==> config.mk <==
export PLATFORM = sky130hd
export DESIGN_NAME = shift_add_mult
export DESIGN_NICKNAME = d
export VERILOG_FILES = /design/src/rtl/shift_add_mult.sv
export SDC_FILE = /design/constraint.sdc
export NUM_CORES = 1
export LEC_CHECK = 0
export BUFFER_PORTS_ARGS = -buffer_cell sky130_fd_sc_hd__buf_2
export CAP_MARGIN = 20
export CELL_PAD_IN_SITES_DETAIL_PLACEMENT = 1
export CELL_PAD_IN_SITES_GLOBAL_PLACEMENT = 1
export CORE_AREA = 2 2 76 78
export DETAILED_ROUTE_END_ITERATION = 16
export DIE_AREA = 0 0 78 80
export PLACE_DENSITY = 0.84
export SYNTH_ARGS = -nofsm -noshare
export SYNTH_HDL_FRONTEND = slang
export SYNTH_SLANG_ARGS = --single-unit
==> constraint.sdc <==
create_clock -name clk -period 3.25 [get_ports clk]
set_clock_uncertainty 0.15 [all_clocks]
set_input_delay 0.4875 -clock clk [delete_from_list [all_inputs] [get_ports clk]]
set_output_delay 0.4875 -clock clk [all_outputs]
set_load 0.02 [all_outputs]
==> src/rtl/shift_add_mult.sv <==
// Sequential unsigned shift-and-add multiplier: W-bit ripple of fa cells, one partial product per cycle.
// Latency W+1 cycles from start to done; start while busy is dropped, no backpressure on the product.

module fa (
  input  logic a,
  input  logic b,
  input  logic cin,
  output logic sum,
  output logic cout
);
  assign sum  = a ^ b ^ cin;
  assign cout = (a & b) | (cin & (a ^ b));
endmodule

module shift_add_mult #(
  parameter int W = 8
) (
  input  logic           clk,
  input  logic           rst,
  input  logic           start,
  input  logic [W-1:0]   a,
  input  logic [W-1:0]   b,
  output logic           busy,
  output logic           done,
  output logic [2*W-1:0] p
);
  localparam int CW = $clog2(W) + 1;
  localparam logic [CW-1:0] LAST = CW'(W - 1);

  localparam logic [1:0] IDLE = 2'd0;
  localparam logic [1:0] RUN  = 2'd1;
  localparam logic [1:0] DONE = 2'd2;

  logic [1:0]    state;
  logic [W-1:0]  mcand;
  logic [W-1:0]  acc;
  logic [W-1:0]  mq;
  logic [CW-1:0] count;
  logic [W-1:0]  addend;
  logic [W-1:0]  sum;
  logic          cy;
  logic [2*W-1:0] shifted;

  assign addend = mq[0] ? mcand : '0;

  // Each stage owns its carry net so the chain is a set of distinct signals.
  for (genvar i = 0; i < W; i++) begin : g_rc
    logic ci;
    logic co;
    if (i == 0) begin : g_lsb
      assign ci = 1'b0;
    end else begin : g_mid
      assign ci = g_rc[i-1].co;
    end
    fa u_fa (
      .a    (acc[i]),
      .b    (addend[i]),
      .cin  (ci),
      .sum  (sum[i]),
      .cout (co)
    );
  end
  assign cy = g_rc[W-1].co;

  // Carry-out lands in the product MSB; the consumed multiplier bit drops off the bottom.
  assign shifted = {cy, sum, mq[W-1:1]};

  always_ff @(posedge clk) begin
    if (rst) begin
      state <= IDLE;
      mcand <= '0;
      acc   <= '0;
      mq    <= '0;
      count <= '0;
      p     <= '0;
    end else begin
      case (state)
        RUN: begin
          {acc, mq} <= shifted;
          count     <= count + 1'b1;
          if (count == LAST) begin
            state <= DONE;
            p     <= shifted;
          end
        end
        default: begin
          if (start) begin
            mcand <= a;
            mq    <= b;
            acc   <= '0;
            count <= '0;
            state <= RUN;
          end else begin
            state <= IDLE;
          end
        end
      endcase
    end
  end

  assign busy = (state == RUN);
  assign done = (state == DONE);
endmodule

-- After elaboration in Yosys (flattened, before gate mapping)
Cells that the tools add are included.
- register bits: 46
- latch bits: 0
- RAM bits: 0
- ROM bits: 0
- input bits: 19
- output and inout bits: 18
- word-level logic and storage cells: 62
- memories kept: 0
- add/sub/neg operators: 1
- multipliers: 0
- div/mod/pow operators: 0
- magnitude comparators: 0
- equality and inequality tests: 4
- shifts and indexed selects: 0
- mux-type cells: 10
- bitwise logic cells: 38
- reduce and logical (&&, ||, !) cells: 3
- operator list (kind ; count):
    8-bit 2-to-1 mux ; 5
    1-bit AND ; 15
    1-bit bitwise XOR ; 15
    4-bit 2-to-1 mux ; 2
    1-bit bitwise OR ; 7
    4-bit by 1-bit adder with 4-bit output (second input constant) ; 1
    4-bit by 3-bit equality test with 1-bit output (second input constant) ; 1
    2-bit 2-to-1 mux ; 2
    2-bit AND reduction ; 2
    2-bit by 1-bit equality test with 1-bit output (second input constant) ; 1
    2-bit equality test (second input constant) ; 1
    2-bit by 1-bit != test with 1-bit output (second input constant) ; 1
    2-bit nonzero test ; 1
    1-bit 2-to-1 mux ; 1
    1-bit inverter ; 1

-- Logic depth before layout (Yosys ltp)
Gate-level depths: netlist of the first run.
- depth after elaboration: 17
- gate-level depth with buffers: 18
- depth with buffers taken out: 18

-- Cells and area by module
From an unflattened synthesis of the first run, not the netlist that was laid out.
- cells, all modules: 188
- area total of the unflattened synthesis: 1920.6 µm²
- by module, submodules not included (module ; times used ; cells an instance ; area each (µm²) ; sequential area each (µm²)):
    shift_add_mult ; 1 ; 180 ; 1760.4 ; 920.9
    fa ; 8 ; 1 ; 20.0 ; 0.0

-- Worst setup path before layout of the first run
No wires, ideal clock.
- path type: register to register
- from: register mq[0]
- to: register acc[6]
- setup time: 0.132 ns
- arrival time: 3.118 ns
- required time: 2.968 ns
- slack: -0.151 ns
- cell stages (with the launch flop): 19
- buffers on the path: 0
- clock period less this slack: 3.401 ns
- cells stage by stage: dfxtp_1 > and2_1 > ha_1 > inv_1 > fa_1 > inv_1 > fa_1 > inv_1 > fa_1 > inv_1 > fa_1 > inv_1 > fa_1 > inv_1 > fa_1 > inv_1 > fa_1 > nand2b_1 > a21oi_1
- word-level cells in the longest chain between the ends: 16
- elaborated cells on any way between the ends: 29
- those cells by class: 2 x mux; 27 x bitwise
- RTL lines (item ; line ; text):
    start: declaration ; 37 ; logic [W-1:0] mq;
    start signal: assignment ; 79 ; {acc, mq} <= shifted;
    8-bit 2-to-1 mux (*) ; 44 ; assign addend = mq[0] ? mcand : '0;
    1-bit AND or 1-bit bitwise XOR (tied branches) ; 12 ; assign cout = (a & b) | (cin & (a ^ b));
    1-bit AND ; 12 ;
    1-bit bitwise OR ; 12 ;
    1-bit AND ; 12 ;
    1-bit bitwise OR ; 12 ;
    1-bit AND ; 12 ;
    1-bit bitwise OR ; 12 ;
    1-bit AND ; 12 ;
    1-bit bitwise OR ; 12 ;
    1-bit AND ; 12 ;
    1-bit bitwise OR ; 12 ;
    1-bit AND ; 12 ;
    1-bit bitwise OR ; 12 ;
    1-bit bitwise XOR (*) ; 11 ; assign sum = a ^ b ^ cin;
    8-bit 2-to-1 mux (*) ; 77 ; case (state)
    end signal: assignment ; 79 ;
    end: declaration ; 36 ; logic [W-1:0] acc;
Mark *: on every way between the ends. The rest lies on a longest branch, timed or not.
A chain may end at the register's enable or synchronous reset.

-- Worst setup path in the final report of the first run
- from: register mcand[0]
- to: register acc[6]
- word-level cells in the longest chain between the ends: 16
- RTL lines (item ; line ; text):
    start: declaration ; 35 ; logic [W-1:0] mcand;
    start signal: assignment ; 71 ; mcand <= '0;
    start signal: assignment ; 88 ; mcand <= a;
    8-bit 2-to-1 mux ; 44 ;
    1-bit AND (2 in series) ; 12 ;
    1-bit bitwise OR ; 12 ;
    1-bit AND ; 12 ;
    1-bit bitwise OR ; 12 ;
    1-bit AND ; 12 ;
    1-bit bitwise OR ; 12 ;
    1-bit AND ; 12 ;
    1-bit bitwise OR ; 12 ;
    1-bit AND ; 12 ;
    1-bit bitwise OR ; 12 ;
    1-bit AND ; 12 ;
    1-bit bitwise OR ; 12 ;
    1-bit bitwise XOR ; 11 ;
    8-bit 2-to-1 mux ; 77 ;
Every way passes these cells.

==> flow_summary.yaml, run 1 <==
run_status:
  status: "finished with violations"
  violations: "negative setup slack"
clock_tree:
  clockRootBuffer: "clkbuf_8"
  clock_path_buffers: 2
  clk_pin_slew_worst_paths_ps: 90
  cts.sinks: 46
  postCtsHoldBufs: 0
  cts_tree: "built"
  clk-insertion-delay-late_ps: 300
  numCtsBuffers: 5
  htreeDepth: 2
global_route:
  first_global_vias: 1715
  grt_max_degree: 42
  track_usage: 0.161
  grt-ovfl-total: 0
  grt_pass1_wl_um: 7980
  antenna_found_initial: 0
pwr:
  p_leak_uw: 0.000959
  ir_drop_mv: 0.189
  powerDensity_nw_per_um2: 468
timing:
  max_freq_mhz: 285
  finalCritPeriodShare: 1.08
  finalSetupViolations: 4
  max_slew_margin: 0.419
  hold_viol: 0
  final_max_slew_viol_count: 0
  worst_slew_pin_slew_ps: 872
  fin_ws_ps: -264
  fin_crit_ps: 3510
  hold_ws_ps: 295
  rsz0062_at_grt: "yes"
critical_path:
  path_cells: "and2_4, ha_4, inv_2, fa_2, inv_2, fa_2, inv_2, fa_2, inv_2, fa_2, inv_2, fa_2, inv_2, fa_2, inv_2, fa_2, nand2b_4, a21oi_2"
  crit_required_ps: 3270
  startpoint_type: "flip-flop"
  critPathMaxFanout: 2
  arrival_ps: 3530
  endpoint_kind: "flip-flop"
  critPathSlowestCell: "fa_2"
  path_class: "reg -> reg"
  cpPeakStageDelay_ps: 540
yosys:
  synth_flop_cell: "dfxtp_1"
  syn-mean-instance-area_um2: 9.71
  synth_cell_types: 29
  synth_edf_count: 0
  syn_nets: 230
  synth_cells: 202
  synth_warnings: 0
  yosys_register_bits: 46
  synthArstFlopShare: 0
  seq_area_frac_synth: 0.469
  syn-cell-area_um2: 1960
placement:
  portBuffers: 36
  dpl_cell_area_um2: 2170
  hpwl_um: 3110
  gp_congestion: 0.734
flow_run:
  maxCapViolations: 0
floorplan:
  start_util: 0.363
  row_count: 27
  die_y_um: 80
  io_pins: 37
  dieWidth_um: 78
  die_area_um2: 6240
  coreArea_um2: 5410
drt:
  ant_nets: 0
  post-route-drc-count: 0
  viasPerCell: 5.12
  detailroute.via_count: 1567
  drt-total-wl_um: 4950
  drtIter0Drc: 61
  wl_per_cell_um: 16.2
  first_pass_iters: 4
layout:
  fill_cells: 642
  syn_to_final_growth_pct: 20.2
  final_common_cell: "dfxtp_1"
  drive_above_1_share: 0.321
  diodes: 0
  mostFrequentLayoutCells: "dfxtp_1, buf_2, nand3_1"
  final_nets: 261
  stdcell_area_um2: 2360
  post-route-util: 0.436
worst_hold_path:
  hold_class: "in -> reg"
power breakdown:
part,switching (uW),leakage (uW),internal (uW)
Sequential,11.2,0.000375,581
Clock,189,0.0000524,230
Combinational,58.8,0.000532,34.3
Total,259,0.000959,845
cell families (layout without fill, tap and decap cells):
family | count (synthesis) | count (layout) | synth area share
buffers and inverters | 31 | 63 | 0.0759
DFF | 46 | 46 | 0.469
adders and majority gates | 9 | 9 | 0.0842
and+or+nand+nor | 52 | 52 | 0.138
AOI/OAI and AO/OA | 55 | 55 | 0.186
muxes | 9 | 9 | 0.0466
critical path, delay by kind of cell, from the launching register on:
kind	cells	cell delay [ps]
adders and majority gates	8	2230
buffers and inverters	7	340
DFF	1	330
and+or+nand+nor	2	280
AOI/OAI and AO/OA	1	50
per-layer routing:
metal,GRT usage,share of wire
met4,0.0719,0.020
met5,0,0
met2,0.284,0.50
met1,0.187,0.45
met3,0.0339,0.027
area by class of cell:
class                      count  area, um^2  share of cell area
multi-input combinational    125         963               0.408
clock inverter                 1        30.0              0.0127
inverter                      15        61.3              0.0260
clock buffer                   7        76.3              0.0324
sequential                    46         923               0.392
timing repair buffer          40         214              0.0907
tap                           72        90.1              0.0382
timing repair:
action | CTS | global route
endpoints found under the hold margin | 0 | 0
resized for setup | 19 | 7
setup buffers | 1 | 0
setup endpoints to repair | 5 | 6
pin swaps | 3 | 6
cells in the mapped netlist, types with 2 or more instances:
| cell | n | area (um^2) |
|---|---|---|
| a22o_1 | 11 | 96.3 |
| and2_1 | 4 | 25.0 |
| nand3_1 | 21 | 105 |
| nand2b_1 | 6 | 37.5 |
| buf_2 | 3 | 15.0 |
| nor2_1 | 8 | 30.0 |
| ha_1 | 2 | 25.0 |
| nand2_1 | 9 | 33.8 |
| clkbuf_1 | 7 | 26.3 |
| buf_1 | 4 | 15.0 |
| a21oi_1 | 19 | 95.1 |
| inv_1 | 14 | 52.6 |
| a211oi_1 | 9 | 67.6 |
| mux2i_1 | 8 | 80.1 |
| dfxtp_1 | 46 | 921 |
| o21ai_0 | 8 | 40.0 |
| o2bb2ai_1 | 5 | 43.8 |
| fa_1 | 7 | 140 |
per-stage QoR:
step	TNS [ps]	power (uW)	worst slack (ps)	instances
after global routing	-1260	1140	-383	306
after CTS	-707	1110	-275	306
after detailed placement	-770	695	-307	297
after floorplan	-116	663	-102	202
after global placement	-196	691	-137	297
final	-688	1100	-264	306
registers in the layout, indices dropped and copies added (netlist names):
name   flops
count      4
acc        8
mcand      8
p         16
state      2
mq         8
worst paths after layout:
check                           slack (ps)  depth (start not counted)                     to                   from
worst min-delay path                   300                          3  mcand[5]$_SDFFE_PP0P_                   a[5]
worst max-delay path                  -260                         18    acc[6]$_SDFFE_PP0P_  mcand[0]$_SDFFE_PP0P_
worst max register to register        -260                         18    acc[6]$_SDFFE_PP0P_  mcand[0]$_SDFFE_PP0P_
worst min register to register         320                          1     p[10]$_SDFFE_PP0P_     p[10]$_SDFFE_PP0P_
Note: power is estimated with default switching activity, not from simulation.
==> run 2: changes to the inputs <==
CORE_AREA = 2 2 74 76   (was 2 2 76 78)
CTS_BUF_LIST = sky130_fd_sc_hd__clkbuf_4   (was not set)
DIE_AREA = 0 0 76 78   (was 0 0 78 80)
HOLD_SLACK_MARGIN = 0.08   (was not set)
PLACE_DENSITY = 0.87   (was 0.84)
==> run 2 against run 1 <==
Effect of this change: the flow still finishes with violations (negative setup slack); global-route usage up 0.65 points; non-clock buffer count is the same; clock power decreased by 37%; die area fell by 5.0%; design area decreased by 3.8%; total power fell by 14%; sequential share of layout area rose by 1.5 points; critical path type unchanged; critical endpoint is now p[14]$_SDFFE_PP0P_; largest cell class unchanged.
==> flow_summary.yaml, run 2 (synthesis gave the netlist of run 1 again) <==
pwr:
  p_leak_uw: 0.000923
  powerDensity_nw_per_um2: 419
  p_int_uw: 694
  combPwrFrac: 0.096
  power_frac_clock: 0.280
  ir_drop_mv: 0.252
  p_total_uw: 950
  netSwitchingPower_uw: 256
  swShare: 0.270
  pwr-share-seq: 0.624
drt:
  ant_nets: 0
  detailroute.via_count: 1565
  wl_per_cell_um: 15.3
  drt-total-wl_um: 4630
  post-route-drc-count: 0
  viasPerCell: 5.17
  drtIter0Drc: 38
  first_pass_iters: 4
layout:
  final_nets: 261
  drive_above_1_share: 0.305
  final_common_cell: "dfxtp_1"
  largest_reg_flops: 16
  register_area_um2: 923
  fill_cells: 597
  mostFrequentLayoutCells: "dfxtp_1, buf_2, nand3_1"
  largest-register: "p"
  diodes: 0
  multi_input_comb_area_um2: 940
  syn_to_final_growth_pct: 15.7
global_route:
  grt_pass1_wl_um: 7840
  antenna_found_initial: 0
  grt_max_degree: 42
  grt-ovfl-total: 0
  first_global_vias: 1656
  track_usage: 0.167
floorplan:
  coreArea_um2: 5040
  die_y_um: 78
  die_area_um2: 5930
  start_util: 0.389
  dieWidth_um: 76
  row_count: 26
  io_pins: 37
critical_path:
  critPathMaxFanout: 2
  path_class: "reg -> reg"
  reg2reg_depth: 18
  rr_startpoint: "mcand[0]$_SDFFE_PP0P_"
  startpoint_type: "flip-flop"
  endpoint_kind: "flip-flop"
  r2r-end: "p[14]$_SDFFE_PP0P_"
  arrival_ps: 3520
  r2r_setup_slack_ps: -120
  crit_required_ps: 3400
clock_tree:
  postCtsHoldBufs: 0
  cts_tree: "built"
  numCtsBuffers: 5
  clock_path_buffers: 2
  clockRootBuffer: "clkbuf_4"
  cts-resized-gates: 20
  cts_setup_buffers: 0
  clk-insertion-delay-late_ps: 370
  clk_pin_slew_worst_paths_ps: 140
  cts.sinks: 46
  htreeDepth: 2
timing:
  fin_crit_ps: 3370
  hold_ws_ps: 208
  finalCritPeriodShare: 1.04
  max_slew_margin: 0.466
  final_max_slew_viol_count: 0
  hold_viol: 0
  finalSetupViolations: 4
  worst_slew_pin_slew_ps: 801
  rsz0062_at_grt: "yes"
  fin_ws_ps: -124
  max_freq_mhz: 296
placement:
  portBuffers: 36
  gp_congestion: 0.761
  hpwl_um: 3090
worst_hold_path:
  hold_class: "in -> reg"
  whs_endpoint: "mcand[6]$_SDFFE_PP0P_"
  hold_path_depth: 3
  min_from: "a[6]"
run_status:
  status: "finished with violations"
  violations: "negative setup slack"
flow_run:
  maxCapViolations: 0
[run 2: cell type report]
class | count | share of cell area
tap | 70 | 0.0386
inverter | 15 | 0.0270
clock buffer | 5 | 0.0165
clock inverter | 2 | 0.00441
sequential | 46 | 0.407
timing repair buffer | 40 | 0.0926
multi-input combinational | 125 | 0.414
[run 2: stage by stage]
step                      utilization  area [um^2]  TNS (ps)  worst slack, ps  std cells
after floorplan                     -         1960      -116             -102        202
after global placement          0.431         2170      -314             -139        296
after detailed placement        0.431         2170      -669             -267        296
after CTS                       0.450         2270      -342             -126        303
after global routing            0.450         2270      -845             -236        303
final                           0.450         2270      -336             -124        303
[run 2: metal layers]
| layer | wire (um) | track usage | vias to the layer above |
|---|---|---|---|
| met5 | 0 | 0 | - |
| met4 | 106 | 0.0745 | 0 |
| met3 | 141 | 0.0349 | 11 |
| met2 | 2350 | 0.282 | 26 |
| met1 | 2030 | 0.207 | 766 |
| li1 | - | - | 762 |
[run 2: critical path: stages, from the launching register on]
cell	delay [ps]
dfxtp_2	340
and2_4	150
ha_4	150
inv_2	40
fa_2	190
inv_2	40
fa_2	320
inv_2	60
fa_2	180
inv_2	40
fa_2	320
inv_2	60
fa_2	180
inv_2	40
fa_2	330
inv_2	60
fa_1	420
buf_4	150
o2bb2ai_2	100
[run 2: worst max-delay path by stage]
stage,start,to,slack [ps],cells past startpoint
detailed placement,mcand[0]$_SDFFE_PP0P_,acc[6]$_SDFFE_PP0P_,-270,18
global route,mq[0]$_SDFFE_PP0P_,acc[6]$_SDFFE_PP0P_,-240,18
floorplan,mq[0]$_SDFFE_PP0P_,acc[6]$_SDFFE_PP0P_,-100,18
finish,mcand[0]$_SDFFE_PP0P_,p[14]$_SDFFE_PP0P_,-120,18
CTS,mq[0]$_SDFFE_PP0P_,acc[6]$_SDFFE_PP0P_,-130,18
global placement,mcand[0]$_SDFFE_PP0P_,acc[6]$_SDFFE_PP0P_,-140,18
[run 2: power groups by stage]
stage | Sequential (uW) | Clock [uW] | Combinational (uW)
2_1_floorplan | 603 | 0 | 60.5
3_3_place_gp | 604 | 0 | 86.7
3_5_place_dp | 605 | 0 | 89.6
4_1_cts | 593 | 268 | 92.0
5_1_grt | 595 | 297 | 103
6_report | 593 | 266 | 91.1
